## config.mk

```make
export PLATFORM = sky130hd
export DESIGN_NAME = irq_controller
export DESIGN_NICKNAME = d
export VERILOG_FILES = /design/src/rtl/irq_controller.sv
export SDC_FILE = /design/constraint.sdc
export NUM_CORES = 1
export LEC_CHECK = 0
export ABC_AREA = 1
export CORE_MARGIN = 8
export CORE_UTILIZATION = 27
export DETAILED_ROUTE_END_ITERATION = 8
export DONT_BUFFER_PORTS = 1
export GPL_TIMING_DRIVEN = 0
export HOLD_SLACK_MARGIN = 0.03
export PLACE_DENSITY = 0.5
export SYNTH_ARGS = -nofsm -noshare
export SYNTH_HDL_FRONTEND = slang
export SYNTH_SLANG_ARGS = --single-unit
```

## constraint.sdc

```tcl
create_clock -name clk_i -period 1.58 [get_ports clk_i]
set_clock_uncertainty 0.2 [all_clocks]
set_input_delay 0.316 -clock clk_i [delete_from_list [all_inputs] [get_ports clk_i]]
set_output_delay 0.316 -clock clk_i [all_outputs]
set_load 0.05 [all_outputs]
```

## src/rtl/irq_controller.sv

```systemverilog
// Round-robin device interrupt controller for the core interrupt interface.
// Presents one interrupt at a time and acknowledges the device after mret.
module irq_controller #(
  parameter  int N_IRQ = 16,
  localparam int IDX_W = $clog2(N_IRQ)
) (
  input  logic             clk_i,
  input  logic             rst_n_i,
  input  logic [N_IRQ-1:0] irq_i,
  input  logic [31:0]      mie_i,
  input  logic             int_rst_i,
  output logic             int_o,
  output logic [31:0]      mcause_o,
  output logic [N_IRQ-1:0] irq_ret_o
);

  typedef enum logic [1:0] {
    SCAN,
    TRAP,
    WAIT,
    RET
  } state_e;

  localparam logic [IDX_W-1:0] LAST = IDX_W'(N_IRQ - 1);

  state_e           state_q, state_d;
  logic [IDX_W-1:0] cnt_q, cnt_d;
  logic [IDX_W-1:0] idx_q, idx_d;

  logic [N_IRQ-1:0] en;
  logic             hit;
  logic             unused_mie;

  assign en         = mie_i[N_IRQ-1:0];
  assign unused_mie = ^mie_i;
  assign hit        = irq_i[cnt_q] & en[cnt_q];

  function automatic logic [IDX_W-1:0] wrap_inc(
    input logic [IDX_W-1:0] i
  );
    return (i == LAST) ? '0 : i + 1'b1;
  endfunction

  always_ff @(posedge clk_i or posedge rst_n_i) begin
    if (rst_n_i) begin
      state_q <= SCAN;
      cnt_q   <= '0;
      idx_q   <= '0;
    end else begin
      state_q <= state_d;
      cnt_q   <= cnt_d;
      idx_q   <= idx_d;
    end
  end

  always_comb begin
    state_d = state_q;
    cnt_d   = cnt_q;
    idx_d   = idx_q;
    unique case (state_q)
      SCAN: begin
        if (hit) begin
          idx_d   = cnt_q;
          state_d = TRAP;
        end else begin
          cnt_d = wrap_inc(cnt_q);
        end
      end
      TRAP: state_d = WAIT;
      WAIT: begin
        if (int_rst_i) state_d = RET;
      end
      // resume after the serviced line for fairness
      RET: begin
        cnt_d   = wrap_inc(idx_q);
        state_d = SCAN;
      end
    endcase
  end

  always_comb begin
    int_o     = 1'b0;
    mcause_o  = '0;
    irq_ret_o = '0;
    unique case (state_q)
      SCAN: ;
      TRAP: begin
        int_o    = 1'b1;
        mcause_o = {1'b1, 31'(idx_q)};
      end
      WAIT: mcause_o = {1'b1, 31'(idx_q)};
      RET:  irq_ret_o = N_IRQ'(1) << idx_q;
    endcase
  end

endmodule

```

==> out/results.ini, run 1 <==
[grt]
grtUsageTotal_pct = 10.14
overflow = 0
grt_pass1_vias = 1368
grt_pass1_wl_mm = 6.168
antenna_found_initial = 0
grt_max_degree = 11

[setup_path]
crit_path_start = state_q[0]
cp-end-kind = primary output
crit_required_ps = 1060
r2r_cells = 8
worstPathArrival_ps = 1520
r2r_start = state_q[0]
worstSetupEndpoint = mcause_o[0]
r2r-end = state_q[0]
setup.worst_path.start_class = flop
r2r_slack_ps = -90
critPathKind = reg2out
crit_fanout = 6

[layout]
area_growth_pct = 57.62
num_antenna_cells = 0
n_fill_cell = 479
fin_cells = 312
drive_gt1_share_pct = 52.33
multi_input_area_um2 = 1126
regArea_um2 = 257.7
nNetsFinal = 322
final_cell_mix = nand2_1, buf_4, conb_1
mostFrequentLayoutCell = nand2_1

[detailed_routing]
vias = 1314
wl_per_cell_um = 12.04
wirelength_mm = 3.756
dr.pass1.iters = 4
drc = 0
viasPerCell = 4.212
drt-initial-drc-count = 28
antenna_left = 0

[status]
violations = setup timing
status = finished, violations left

[placement]
portBuffers = 0
dp_hpwl_mm = 2.875
gp_congestion = 0.8146
dp_worst_setup_slack_ps = -467.6
dpl.cell_count = 286

[power_and_ir_drop]
p_clk_share_pct = 7.0
p_sw_mw = 2.536
seqPwrFrac_pct = 13.6
power.internal_mw = 2.052
pwr-share-comb_pct = 79.4
swShare_pct = 55.27
p_leak_nw = 1.004
power_density_nw_per_um2 = 2231
peakVddDrop_mv = 0.5963

[cts]
clk-insertion-delay-late_ps = 230
cts.clk_slew.worst_paths_ps = 50
cts_tree = built
cts_buffers = 3
cts_buffer_depth = 2
cts_sinks = 10
root_buffer = clkbuf_8
h-tree-depth = 1

[die]
die_x_um = 85.52
coreArea_um2 = 4692
fp.dieArea_um2 = 7314
initial_utilization_pct = 27.81
rows = 25
die_y_um = 85.52
io_pins = 100

[synth]
syn_area_per_cell_um2 = 6.335
yosys.area.top_type_share_pct = 20.42
synth-seq-cells = 10
synth.distinct_cells = 22
syn-instance-count = 206
synth_top_area_cell = nand2_1
synth_area_um2 = 1305
yosys-top-cells-area = nand2_1, dfrtp_1, buf_4, ha_1, nand3_1
yosysSeqAreaShare_pct = 19.18
synth_warnings = 0

[flow_run]
maxCapViolCount = 0

[min_path]
hp-class = in2reg

[timing]
rsz0062_at_grt = yes
fin_crit_sh_pct = 128.7
slew_viol_final = 0
hold_viol_final = 0
fmax_ghz = 0.4919
period_needed_ps = 2033
finalSetupViolCount = 32
fin_ws_ps = -452.8

cell families after synthesis:
group / share of synthesized area, %
xor+xnor: 1.343
buf+inv: 24.16
flops: 19.18
other cells: 0.2874
simple gates: 37.59
fa+ha+maj: 11.50
compound gates: 5.944
worst max-delay path: stages, from the launching register on:
cell,delay [ps]
dfrtp_1,400
buf_4,150
buf_6,120
inv_6,50
ha_4,220
nand2_2,100
clkinvlp_4,240
stage by stage:
step | cell area [um2] | TNS [ps] | power, mW | utilization [%] | hold WS, ps
2_1_floorplan | 1523 | -4148 | 2.773 | - | -43.82
3_3_place_gp | 1590 | -7696 | 3.142 | 33.89 | 20.35
3_5_place_dp | 1590 | -8095 | 3.164 | 33.89 | 25.02
4_1_cts | 1969 | -9639 | 4.305 | 41.97 | 180.4
5_1_grt | 2057 | -11430 | 4.973 | 43.84 | 202.8
6_report | 2057 | -9166 | 4.588 | 43.84 | 177.8
how the worst min path moves through the flow:
stage	cells past startpoint	end	slack [ps]	startpoint
after floorplan	1	cnt_q[0]	-40	rst_n_i
after global placement	1	state_q[1]	20	rst_n_i
after detailed placement	1	state_q[1]	30	rst_n_i
after global routing	4	state_q[0]	200	int_rst_i
after CTS	4	state_q[0]	180	int_rst_i
final	4	state_q[0]	180	int_rst_i
cell usage after synthesis:
cell / count
nand2_1: 71
buf_4: 28
nor2_1: 19
inv_1: 16
nand3_1: 16
ha_1: 12
dfrtp_1: 10
nand2_2: 5
a21oi_1: 4
o21ai_2: 4
inv_2: 3
nor2_2: 3
buf_6: 2
clkbuf_1: 2
o21ai_0: 2
o22ai_1: 2
xor2_1: 2
clkinv_1: 1
conb_1: 1
nand3_2: 1
or2_1: 1
or2_2: 1
final cells by class:
type                    instances  share of cell area, %
multi-input cells             170                  54.74
inverters                      20                  5.110
plain buffers                  31                  12.04
well taps                      54                  3.285
repair buffers                 23                  9.611
flip-flops and latches         10                  12.53
clock buffers                   4                  2.676
per-layer routing:
metal / track usage (%) / routed length [um] / up-vias
met1: 10.47 / 1483 / 588
met3: 3.534 / 241 / 3
met5: 0 / 0 / -
met2: 19.39 / 2019 / 36
met4: 1.433 / 10 / 0
li1: - / - / 687
registers in the layout, summed over array words and instances (netlist names):
name and cells:
state_q 2, cnt_q 4, idx_q 4
what timing repair did:
action                                  in CTS  in global routing
resized for setup                           61                 15
cloned                                       2                  0
pin swaps                                   22                 17
endpoints found under the hold margin       10                  0
hold buffers                                 1                  0
buffers inserted                            12                  8
endpoints found under the setup margin      32                 32
power by group through the flow:
stage	clock network, mW	logic [mW]	registers, mW
after floorplan	0	2.25	0.528
after global placement	0	2.55	0.589
after detailed placement	0	2.57	0.591
after CTS	0.329	3.36	0.619
after global routing	0.345	3.98	0.652
final	0.319	3.64	0.626
No activity file was read; power rests on OpenSTA's default activity.
==> run 2: changes to the inputs <==
--- a/config.mk
+++ b/config.mk
@@ -10,9 +10,9 @@
 export CORE_UTILIZATION = 27
 export DETAILED_ROUTE_END_ITERATION = 8
 export DONT_BUFFER_PORTS = 1
-export GPL_TIMING_DRIVEN = 0
 export HOLD_SLACK_MARGIN = 0.03
-export PLACE_DENSITY = 0.5
+export PLACE_DENSITY = 0.48
+export RECOVER_POWER = 25
 export SYNTH_ARGS = -nofsm -noshare
 export SYNTH_HDL_FRONTEND = slang
 export SYNTH_SLANG_ARGS = --single-unit
==> constraint.sdc (replaced) <==
create_clock -name clk_i -period 2.4 [get_ports clk_i]
set_clock_uncertainty 0.2 [all_clocks]
set_input_delay 0.48 -clock clk_i [delete_from_list [all_inputs] [get_ports clk_i]]
set_output_delay 0.48 -clock clk_i [all_outputs]
set_load 0.05 [all_outputs]
==> run 2 against run 1 <==
Net effect: the flow now finishes without violations; die area unchanged; combinational power down 57%; first-iteration DRC count up 11%; critical path type unchanged; largest cell class unchanged; largest power group unchanged; highest routed layer unchanged.
==> out/results.ini, run 2 (same netlist as run 1, synthesis figures left out) <==
[min_path]
hp-class = in2reg  ; unchanged
whs_path_depth = 4  ; unchanged
min_from = int_rst_i  ; unchanged
holdPathEnd = state_q[0]  ; unchanged

[cts]
post-cts-setup-buffers = 0  ; was 12
root_buffer = clkbuf_8  ; unchanged
cts_tree = built  ; unchanged
h-tree-depth = 1  ; unchanged
cts_buffer_depth = 2  ; unchanged
cts_sinks = 10  ; unchanged
cts_buffers = 3  ; unchanged
clk-insertion-delay-late_ps = 230  ; about the same
cts.clk_slew.worst_paths_ps = 40  ; was 50 ps

[placement]
dp_worst_setup_slack_ps = 242.1  ; was -467.6 ps
gp_congestion = 0.7818  ; was 0.8146
dp_hpwl_mm = 2.735  ; was 2.875 mm
dpl_cell_area_um2 = 1438  ; was 1590 um2
portBuffers = 0  ; unchanged

[die]
io_pins = 100  ; unchanged
initial_utilization_pct = 27.81  ; unchanged
rows = 25  ; unchanged
coreArea_um2 = 4692  ; unchanged
die_x_um = 85.52  ; unchanged
fp.dieArea_um2 = 7314  ; unchanged
die_y_um = 85.52  ; unchanged

[setup_path]
crit_required_ps = 1720  ; was 1060 ps
crit_path_start = state_q[1]  ; was state_q[0]
r2r-end = cnt_q[0]  ; was state_q[0]
r2r_cells = 9  ; was 8
worstPathArrival_ps = 1570  ; was 1520 ps
crit_fanout = 8  ; was 6
crit_slowest_cell = dfrtp_1  ; unchanged
r2r_start = cnt_q[1]  ; was state_q[0]
setup.worst_path.start_class = flop  ; unchanged
cp_cell_sequence = ha_4 > inv_2 > or2_1 > nor2_1 > buf_4  ; was buf_4 > buf_6 > inv_6 > ha_4 > nand2_2 > clkinvlp_4
r2r_slack_ps = 410  ; was -90 ps
cpPeakStageDelay_ps = 420  ; was 400 ps
critPathKind = reg2out  ; unchanged
cp-end-kind = primary output  ; unchanged

[layout]
top_regs = cnt_q: 4 flops, idx_q: 4 flops, state_q: 2 flops  ; unchanged
drive_gt1_share_pct = 19.11  ; was 52.33%
final_cell_mix = nand2_1, conb_1, nor2_1  ; was nand2_1, buf_4, conb_1
area_growth_pct = 15.15  ; was 57.62%
fin_area_um2 = 1503  ; was 2057 um2
mostFrequentLayoutCell = nand2_1  ; unchanged
nNetsFinal = 290  ; was 322
num_antenna_cells = 0  ; unchanged

[detailed_routing]
drc = 0  ; unchanged
antenna_left = 0  ; unchanged
wl_per_cell_um = 11.82  ; was 12.04 um
drt-initial-drc-count = 31  ; was 28
vias = 1174  ; was 1,314
wirelength_mm = 3.299  ; was 3.756 mm
viasPerCell = 4.208  ; was 4.212
dr.pass1.iters = 4  ; unchanged

[grt]
overflow = 0  ; unchanged
grtUsageTotal_pct = 8.723  ; was 10.14%
grt_max_degree = 14  ; was 11
grt_pass1_vias = 1181  ; was 1,368
antenna_found_initial = 0  ; unchanged
grt_pass1_wl_mm = 5.451  ; was 6.168 mm

[timing]
slew_headroom_pct = 66.38
fmax_ghz = 0.4444
setup_tns_ps = 0  ; was -9166 ps
period_needed_ps = 2250
fin_ws_ps = 149.9  ; was -452.8 ps
slew_viol_final = 0  ; unchanged
finalSetupViolCount = 0  ; was 32
tightestPinTransition_ps = 505.6
whs_ps = 333.3  ; was 177.8 ps
hold_viol_final = 0  ; unchanged
fin_crit_sh_pct = 93.76
rsz0062_at_grt = no  ; was yes

[status]
status = finished clean  ; was finished, violations left

[power_and_ir_drop]
peakVddDrop_mv = 0.3036  ; was 0.5963 mV
power_density_nw_per_um2 = 1448  ; was 2231 nW/um2
total_power_mw = 2.176  ; was 4.588 mW
p_leak_nw = 0.8349  ; was 1.004 nW

[flow_run]
maxCapViolCount = 0  ; unchanged

run 2: cell count changes in the layout (fill, tap and decap cells not counted), moves of 5 or more:
cell	delta
dfrtp_2	-5
buf_4	-26
buf_6	-8
dfrtp_1	+5
nor2_1	+16
inv_1	+7
nand2_1	+15
nand3_1	+5
nor2_4	-16
nand2_2	-11
run 2: area by class of cell:
class	count	area, um2
Timing Repair Buffer	22	217.7
Clock buffer	3	41.29
Sequential cell	10	251.5
Fill cell	547	3189
Tap cell	54	67.56
Inverter	20	75.07
Multi-Input combinational cell	170	849.6
run 2: how the worst max path moves through the flow:
stage | cells past startpoint | slack [ps] | to
after floorplan | 5 | 30 | irq_ret_o[0]
after global placement | 5 | 250 | irq_ret_o[3]
final | 5 | 150 | irq_ret_o[0]
after CTS | 5 | 70 | irq_ret_o[6]
after detailed placement | 5 | 240 | irq_ret_o[6]
after global routing | 5 | 20 | irq_ret_o[0]
run 2: power breakdown:
group          leakage (nW)  total (mW)  switching [mW]  internal [mW]
combinational         0.691        1.57            1.03          0.541
sequential            0.122       0.432           0.174          0.259
clock                0.0216       0.169          0.0593          0.109
run 2: per-stage QoR:
step	cells	utilization, %
floorplan	232	-
global placement	275	30.64
detailed placement	275	30.64
CTS	279	31.79
global route	279	32.03
finish	279	32.03
run 2: per-layer routing:
| layer | routed length [um] | part of all wire [%] | GRT usage [%] |
|---|---|---|---|
| met5 | 0 | 0 | 0 |
| met4 | 5 | 0.15 | 1.911 |
| met3 | 214 | 6.5 | 2.483 |
| met2 | 1591 | 48 | 15.02 |
| met1 | 1488 | 45 | 10.42 |
run 2: worst max-delay path: cells and delay by family, from the launching register on:
family	cells	cell delay [ps]
and+or+nand+nor	2	440
DFF	1	420
buffers and inverters	2	270
adders and majority gates	1	200
run 2: timing repair:
action,CTS,global route
setup endpoints to repair,1,8
hold buffers,1,0
endpoints found under the hold margin,10,0
gates resized for setup,1,2
